File: config.mk
export PLATFORM = sky130hd
export DESIGN_NAME = psum_fifo_seq
export DESIGN_NICKNAME = d
export VERILOG_FILES = /design/src/rtl/conv_ctrl_pkg.sv /design/src/rtl/psum_fifo_seq.sv
export SDC_FILE = /design/constraint.sdc
export NUM_CORES = 1
export LEC_CHECK = 0
export BUFFER_PORTS_ARGS = -buffer_cell sky130_fd_sc_hd__buf_2
export CAP_MARGIN = 10
export CORE_MARGIN = 3
export CORE_UTILIZATION = 47
export CTS_CLUSTER_SIZE = 25
export DETAILED_ROUTE_END_ITERATION = 6
export GPL_TIMING_DRIVEN = 0
export PLACE_DENSITY = 0.74
export SYNTH_ARGS = -nofsm -noshare
export SYNTH_HDL_FRONTEND = slang
export SYNTH_SLANG_ARGS = --single-unit
export TNS_END_PERCENT = 100
File: constraint.sdc
create_clock -name clk1 -period 2.26 [get_ports clk1]
set_clock_uncertainty 0.15 [all_clocks]
set_input_delay 0.339 -clock clk1 [delete_from_list [all_inputs] [get_ports clk1]]
set_output_delay 0.339 -clock clk1 [all_outputs]
set_load 0.01 [all_outputs]
File: src/rtl/conv_ctrl_pkg.sv
// Shared definitions for the transposed-conv control blocks: sequencer state
// encoding and default FIFO geometry.
package conv_ctrl_pkg;

  localparam int ADD_WIDTH_DEF = 3;
  localparam int FIFO_SIZE_DEF = 8;
  localparam int PASS_W_DEF    = 4;

  typedef enum logic [2:0] {
    ST_IDLE,
    ST_CLR,
    ST_FILL,
    ST_GAP,
    ST_ACC,
    ST_DRAIN,
    ST_FLUSH,
    ST_DONE
  } state_t;

endpackage

File: src/rtl/psum_fifo_seq.sv
// Partial-sum FIFO sequencer: fill pass, read-add-write accumulate passes,
// then a drain pass that streams the finished row out of the FIFO.
module psum_fifo_seq
  import conv_ctrl_pkg::*;
#(
  parameter int ADD_WIDTH = ADD_WIDTH_DEF,
  parameter int FIFO_SIZE = FIFO_SIZE_DEF,  // must equal 2**ADD_WIDTH (pointer wrap)
  parameter int PASS_W    = PASS_W_DEF
) (
  input  logic                 clk1,
  input  logic                 rd_clr,
  input  logic                 start,
  input  logic [PASS_W-1:0]    num_pass,
  input  logic [ADD_WIDTH:0]   row_len,
  input  logic                 in_valid,
  output logic                 busy,
  output logic                 done,
  output logic                 cfg_err,
  output logic                 fifo_wr_en,
  output logic                 fifo_rd_en,
  output logic                 fifo_wr_inc,
  output logic                 fifo_rd_inc,
  output logic                 fifo_re_buffer,
  output logic                 fifo_wr_clr,
  output logic                 fifo_ptr_rd_clr,
  output logic                 out_valid,
  output logic [PASS_W-1:0]    pass_idx,
  output logic [ADD_WIDTH:0]   beat_idx
);

  localparam logic [ADD_WIDTH:0] ROW_MAX = (ADD_WIDTH+1)'(FIFO_SIZE);

  state_t               state_q, state_d;
  logic [PASS_W-1:0]    num_pass_q, num_pass_d;
  logic [PASS_W-1:0]    pass_q, pass_d;
  logic [ADD_WIDTH:0]   row_len_q, row_len_d;
  logic [ADD_WIDTH:0]   beat_q, beat_d;
  logic                 cfg_err_q, cfg_err_d;
  logic                 out_valid_q, out_valid_d;
  logic                 cfg_ok;
  logic [ADD_WIDTH:0]   beat_inc;
  logic [PASS_W-1:0]    pass_inc;

  assign cfg_ok   = (num_pass != '0) && (row_len != '0) && (row_len <= ROW_MAX);
  assign beat_inc = beat_q + 1'b1;
  assign pass_inc = pass_q + 1'b1;

  always_ff @(posedge clk1 or posedge rd_clr) begin
    if (rd_clr) begin
      state_q     <= ST_IDLE;
      num_pass_q  <= '0;
      pass_q      <= '0;
      row_len_q   <= '0;
      beat_q      <= '0;
      cfg_err_q   <= 1'b0;
      out_valid_q <= 1'b0;
    end else begin
      state_q     <= state_d;
      num_pass_q  <= num_pass_d;
      pass_q      <= pass_d;
      row_len_q   <= row_len_d;
      beat_q      <= beat_d;
      cfg_err_q   <= cfg_err_d;
      out_valid_q <= out_valid_d;
    end
  end

  always_comb begin
    state_d         = state_q;
    num_pass_d      = num_pass_q;
    pass_d          = pass_q;
    row_len_d       = row_len_q;
    beat_d          = beat_q;
    cfg_err_d       = 1'b0;
    out_valid_d     = 1'b0;
    busy            = 1'b1;
    done            = 1'b0;
    fifo_wr_en      = 1'b0;
    fifo_rd_en      = 1'b0;
    fifo_re_buffer  = 1'b0;
    fifo_wr_clr     = 1'b0;
    fifo_ptr_rd_clr = 1'b0;

    case (state_q)
      ST_IDLE: begin
        busy = 1'b0;
        if (start) begin
          if (cfg_ok) begin
            num_pass_d = num_pass;
            row_len_d  = row_len;
            pass_d     = '0;
            beat_d     = '0;
            state_d    = ST_CLR;
          end else begin
            cfg_err_d = 1'b1;
          end
        end
      end
      ST_CLR: begin
        fifo_wr_clr     = 1'b1;
        fifo_ptr_rd_clr = 1'b1;
        state_d         = ST_FILL;
      end
      ST_FILL: begin
        fifo_wr_en = in_valid;
        if (in_valid) begin
          beat_d = beat_inc;
          if (beat_inc == row_len_q) state_d = ST_GAP;
        end
      end
      // Both pointers rewind here while the last registered write retires.
      ST_GAP: begin
        fifo_wr_clr     = 1'b1;
        fifo_ptr_rd_clr = 1'b1;
        beat_d          = '0;
        if (pass_inc < num_pass_q) begin
          pass_d  = pass_inc;
          state_d = ST_ACC;
        end else begin
          state_d = ST_DRAIN;
        end
      end
      ST_ACC: begin
        fifo_rd_en     = in_valid;
        fifo_wr_en     = in_valid;
        fifo_re_buffer = in_valid;
        if (in_valid) begin
          beat_d = beat_inc;
          if (beat_inc == row_len_q) state_d = ST_GAP;
        end
      end
      ST_DRAIN: begin
        fifo_rd_en  = 1'b1;
        out_valid_d = 1'b1;
        beat_d      = beat_inc;
        if (beat_inc == row_len_q) state_d = ST_FLUSH;
      end
      ST_FLUSH: begin
        state_d = ST_DONE;
      end
      ST_DONE: begin
        busy    = 1'b0;
        done    = 1'b1;
        state_d = ST_IDLE;
      end
      default: begin
        busy    = 1'b0;
        state_d = ST_IDLE;
      end
    endcase
  end

  assign fifo_wr_inc = fifo_wr_en;
  assign fifo_rd_inc = fifo_rd_en;
  assign cfg_err     = cfg_err_q;
  assign out_valid   = out_valid_q;
  assign pass_idx    = pass_q;
  assign beat_idx    = beat_q;

endmodule

==> results of run 1 <==
-- layout by cell type (no fill, tap or decap), drive strengths merged, types with 2 or more instances in the layout --
cell type and instances:
buf 41, dfrtp 21, nand2 8, nor2 8, mux2 7, inv 6
o21ai 6, nor3 6, clkbuf 5, ha 5, a21oi 4, a22o 4
nor2b 4, xnor2 4, nand3 3, xor2 3, nand2b 2, and3 2
or4 2, o31ai 2, a31oi 2, a21bo 2, nand4 2
-- flip-flops by register name, indices dropped and copies added, names as in the netlist --
| register | count |
|---|---|
| out_valid | 1 |
| row_len_q | 4 |
| num_pass_q | 4 |
| cfg_err | 1 |
| beat_idx | 4 |
| pass_idx | 4 |
| state_q | 3 |
-- report_power, final --
group	leakage (nW)	internal [W]	switching (W)	total, W
clock	0.0177	0.0000663	0.000124	0.000190
combinational	0.505	0.000792	0.000761	0.00155
sequential	0.265	0.000535	0.000163	0.000697
-- worst max-delay path, stage by stage (launching register included) --
cell      delay [ns]
dfrtp_1         0.46
ha_4            0.29
ha_4            0.26
a21bo_4         0.22
a211oi_4        0.29
a31oi_1         0.16
a222oi_1        0.30
a221o_1         0.16
-- synthesized netlist by cell type (3+ instances only) --
cell type / instances
a22o_1: 4
xnor2_1: 4
a21oi_1: 4
dfrtp_1: 21
mux2_2: 4
nor3_1: 6
mux2_4: 3
nand2_1: 8
xor2_1: 3
nor2_1: 6
nand3_1: 3
nor2b_1: 4
ha_1: 5
buf_4: 3
inv_1: 6
o21ai_0: 6
-- cell type report --
class,count,area [um^2],area share (%)
Timing Repair Buffer,36,203,12.4
Buffer,7,51.3,3.13
Sequential cell,21,526,32.1
Tap cell,30,37.5,2.29
Inverter,6,22.5,1.37
Multi-Input combinational cell,85,772,47.1
Clock buffer,3,22.5,1.37
Clock inverter,1,5.00,0.305
-- metal layers --
metal  up-vias  routed length (um)  GRT usage [%]  share of wire (%)
met5         -                   0              0                  0
met4         0                  34           1.99                1.2
met3         4                 160           4.68                5.7
met2        35                1390           29.4                 50
met1       486                1210           21.9                 43
li1        507                   -              -                  -
-- cell families (layout without fill, tap and decap cells) --
kind of cell / after synthesis / count (layout) / synth area share (%)
adders and majority gates: 5 / 5 / 4.95
and+or+nand+nor: 39 / 39 / 18.3
AOI/OAI and AO/OA: 26 / 26 / 15.8
muxes: 7 / 7 / 7.12
DFF: 21 / 21 / 41.5
xor gates and xnor gates: 8 / 8 / 6.73
buffers and inverters: 13 / 53 / 5.54
-- repair_timing --
item                                    in CTS  in global routing
buffers inserted                             2                  4
pin swaps                                    2                  6
resized for setup                            6                 14
gates cloned                                 0                  0
endpoints found under the setup margin       5                  6
-- worst max-delay path by stage --
stage | depth (start not counted) | slack (ns) | start | to
2_1_floorplan | 7 | 0.004 | pass_idx[0] | state_q[0]
3_3_place_gp | 7 | -0.14 | pass_idx[0] | state_q[0]
3_5_place_dp | 7 | -0.18 | pass_idx[0] | state_q[0]
4_1_cts | 7 | -0.03 | pass_idx[0] | state_q[0]
5_1_grt | 9 | -0.18 | pass_idx[1] | state_q[0]
6_report | 7 | -0.09 | pass_idx[1] | state_q[0]
-- through the flow --
stage	hold slack, ns	instance area, um^2	total power (W)
after floorplan	0.166	1270	0.00157
after global placement	0.363	1460	0.00183
after detailed placement	0.362	1460	0.00188
after CTS	0.0222	1540	0.00225
after global routing	0.0629	1640	0.00262
final	0.00353	1640	0.00244
==> flow_summary.toml, run 1 <==
[global_routing]
grt_use_total_pct = 17.0
grt_pass1_vias = 990
grt_max_degree = 22
grt_first_pass_wirelength_um = 4460
globalRouteOverflowTotal = 0
antenna_found_initial = 0

[timing]
final-hold-violation-count = 0
finalCritPeriodShare_pct = 104
worst_pin_slew_ns = 0.801
min_period_ns = 2.35
setup_tns_ns = -0.0882
setup_ws_ns = -0.0882
setup_viol = 1
fmax_mhz = 426
relSlewSlack_pct = 46.5
rsz0062_at_grt = "true"
report.final.slew_viol_count = 0

[synth]
synth_area_um2 = 1260
ys_ff_latch = 21
netlist_instances = 119
yosys.area.top_type = "dfrtp_1"
synth_edf_count = 0
synth_area_leaders = "dfrtp_1 42%, ha_1 4.9%, mux2_2 3.6%"
synthArstFlopShare_pct = 100
synth_cell_types = 37
synth_seq_area_share_pct = 41.5
syn_avg_cell_area_um2 = 10.6
synth-main-ff-cell = "dfrtp_1"
synth_top_area_share_pct = 41.5
synth_nets = 136
yosysWarnings = 0

[power]
p_leak_nw = 0.788
powerDensity_nw_per_um2 = 1490
peakVddDrop_v = 0.000839

[clock_tree]
cts_tree = "yes"
clkSinkCount = 21
cts-hold-fix-buffers = 0
path_clk_slew_ns = 0.12
clock_path_buffers = 2
cts_root_buf = "clkbuf_4"
htree_levels = 1
numCtsBuffers = 3
clock_latency_ns = 0.31

[floorplanning]
io_pins = 31
coreArea_um2 = 2520
die_h_um = 57.9
initial_core_util_pct = 50.1
die_w_um = 57.9
rows = 18
dieArea_um2 = 3350

[drt]
viasPerCell = 5.46
drtPass1Iterations = 6
wl_per_cell_um = 14.8
drtIter0Drc = 34
drc = 0
num_vias = 1032
drt.antenna.violating_nets = 0
wl_um = 2800

[placed_design]
port_buffers = 30
dpl.cell_count = 179
dp_hpwl_um = 1940
dp_slack_ns = -0.182
gp_congestion = 0.756

[finish]
syn_to_final_growth_pct = 29.6
nNetsFinal = 177
fin_util_pct = 65.0
fillers = 214
final_cells = 189
diodes = 0
final_layout_size_suffix_gt1_share_pct = 47.2

[worst_setup_path]
cp-start-kind = "register"
reg2reg_depth = 7
r2r_end = "state_q[0]"
r2r_setup_slack_ns = -0.09
crit_fanout = 3
critPathArrivalTime_ns = 2.46
crit_path_end_kind = "register"
r2r_start = "pass_idx[1]"
path_class = "register to register"
required_ns = 2.37

[run_status]
status = "finished, violations left"
failed_checks = "setup timing"

[flow_run]
drv_cap = 0

[min_path]
hold_class = "primary input to async pin"
No activity file was read; power rests on OpenSTA's default activity.
==> run 2, diff against run 1 <==
BUFFER_PORTS_ARGS = -buffer_cell sky130_fd_sc_hd__buf_4   (was -buffer_cell sky130_fd_sc_hd__buf_2)
==> run 2 against run 1 <==
Against the previous run: the flow still finishes with violations (setup timing); first-iteration DRC count fell by 8.8%; die area is the same; fmax is 0.95% higher; final cell count is 0.53% higher; critical path depth up 1; total power is 10% higher; final area increased by 8.2%; sequential share of layout area down 2.4 points; critical path type unchanged; largest cell class unchanged.
==> flow_summary.toml, run 2 (same netlist as run 1, synthesis figures left out) <==
[global_routing]
grt_first_pass_wirelength_um = 4350
antenna_found_initial = 0
grt_use_total_pct = 16.8
globalRouteOverflowTotal = 0
grt_pass1_vias = 983
grt_max_degree = 22

[power]
peakVddDrop_v = 0.00101
powerDensity_nw_per_um2 = 1520
internal_power_w = 0.00157
swShare_pct = 41.9
p_comb_share_pct = 66.3
p_leak_nw = 0.814
power_w = 0.00270
pwr-share-clk_pct = 7.3
p_seq_share_pct = 26.5
switchingPower_w = 0.00113

[worst_setup_path]
path_class = "register to register"
crit_path_end_kind = "register"
cpPeakStageDelay_ns = 0.46
required_ns = 2.34
crit_family = "adder cells"
cp-start-kind = "register"
path_cells = "ha_4, ha_4, a21bo_4, a211oi_4, buf_4, nor3_4, buf_6, mux2_2"
crit_fanout = 4
cp_num_buf_inv = 2
cp_slowest_cell = "dfrtp_1"
cp_common_cell = "ha_4"
r2r_setup_slack_ns = -0.07
critPathArrivalTime_ns = 2.41

[timing]
fin_hold_ws_ns = 0.0104
worst_pin_slew_ns = 0.821
rsz0062_at_grt = "true"
setup_ws_ns = -0.0662
min_period_ns = 2.33
finalCritPeriodShare_pct = 103
final-hold-violation-count = 0
setup_tns_ns = -0.168
report.final.slew_viol_count = 0
fmax_mhz = 430
relSlewSlack_pct = 45.2
setup_viol = 5

[clock_tree]
clkSinkCount = 21
cts_root_buf = "clkbuf_4"
clock_latency_ns = 0.32
clock_path_buffers = 2
path_clk_slew_ns = 0.13
htree_levels = 1
cts_tree = "yes"
numCtsBuffers = 3
cts-hold-fix-buffers = 0

[finish]
nNetsFinal = 178
diodes = 0
final_common_cell = "buf_4"
final_layout_size_suffix_gt1_share_pct = 48.1
final_cell_mix = "37 x buf_4, 20 x dfrtp_1, 8 x nand2_1"
final_area_um2 = 1770
syn_to_final_growth_pct = 40.2
fin_util_pct = 70.3

[placed_design]
dp_hpwl_um = 1930
place_area_um2 = 1530
port_buffers = 30
gp_congestion = 0.801

[drt]
drt.antenna.violating_nets = 0
routed.top_layer = "met4"
wl_per_cell_um = 15.6
viasPerCell = 5.44
drtPass1Iterations = 4
met3_length_um = 130
drtIter0Drc = 31
met1_length_um = 1260
wl_met2_um = 1520
wl_um = 2960
drc = 0
num_vias = 1034

[floorplanning]
rows = 18
io_pins = 31
initial_core_util_pct = 50.1
die_w_um = 57.9
coreArea_um2 = 2520
die_h_um = 57.9
dieArea_um2 = 3350

[flow_run]
drv_cap = 0

[min_path]
hold_class = "primary input to async pin"

[run_status]
status = "finished, violations left"
failed_checks = "setup timing"
==> run 2: cell types whose count changed in the layout (fill, tap and decap cells not counted), moves of 2 or more <==
cell / before / now
buf_2: 31 / 1
buf_4: 7 / 37
nor3_2: 2 / 0
nor3_4: 1 / 3
==> run 2: final timing paths <==
path,start,end,cells past startpoint
max reg2reg,pass_idx[0],pass_idx[0],8
min in group clk1,num_pass[3],num_pass_q[3],3
min,rd_clr,num_pass_q[3],2
max,pass_idx[0],pass_idx[0],8
min reg2reg,row_len_q[1],row_len_q[1],1
max in group asynchronous,rd_clr,state_q[2],2
==> run 2: metrics by stage <==
stage / cells / setup WS, ns
after floorplan: 119 / 0.00370
after global placement: 179 / -0.163
after detailed placement: 179 / -0.192
after CTS: 186 / -0.0372
after global routing: 190 / -0.175
final: 190 / -0.0662
==> run 2: power groups by stage <==
stage | combinational, W | sequential, W | clock, W
finish | 0.00179 | 0.000714 | 0.000196
global route | 0.00194 | 0.000735 | 0.000211
CTS | 0.00145 | 0.000682 | 0.000192
detailed placement | 0.00125 | 0.000702 | 0
global placement | 0.00122 | 0.000692 | 0
floorplan | 0.000881 | 0.000692 | 0
==> run 2: repair_timing <==
item,CTS,global route
setup endpoints to repair,5,7
pin swaps,2,9
resized for setup,6,22
hold endpoints to repair,0,0
gates cloned,0,0
setup buffers,3,4
==> run 2: area by class of cell <==
cell class | instances | area [um^2]
multi-input cells | 85 | 818
flip-flops and latches | 21 | 527
clock inverters | 1 | 5.00
repair buffers | 37 | 289
fillers | 197 | 749
well taps | 30 | 37.5
inverters | 6 | 22.5
clock buffers | 3 | 22.5
plain buffers | 7 | 51.3
==> run 2: worst register-to-register path, stage by stage, from the launching register on <==
cell and delay [ns]:
dfrtp_1 0.46, ha_4 0.28, ha_4 0.25, a21bo_4 0.22, a211oi_4 0.27, buf_4 0.18, nor3_4 0.05, buf_6 0.12
mux2_2 0.25
==> run 2: routing by layer <==
layer / track usage, % / up-vias
li1: - / 508
met1: 22.3 / 489
met2: 27.3 / 32
met3: 2.67 / 5
met4: 7.28 / 0
met5: 0 / -
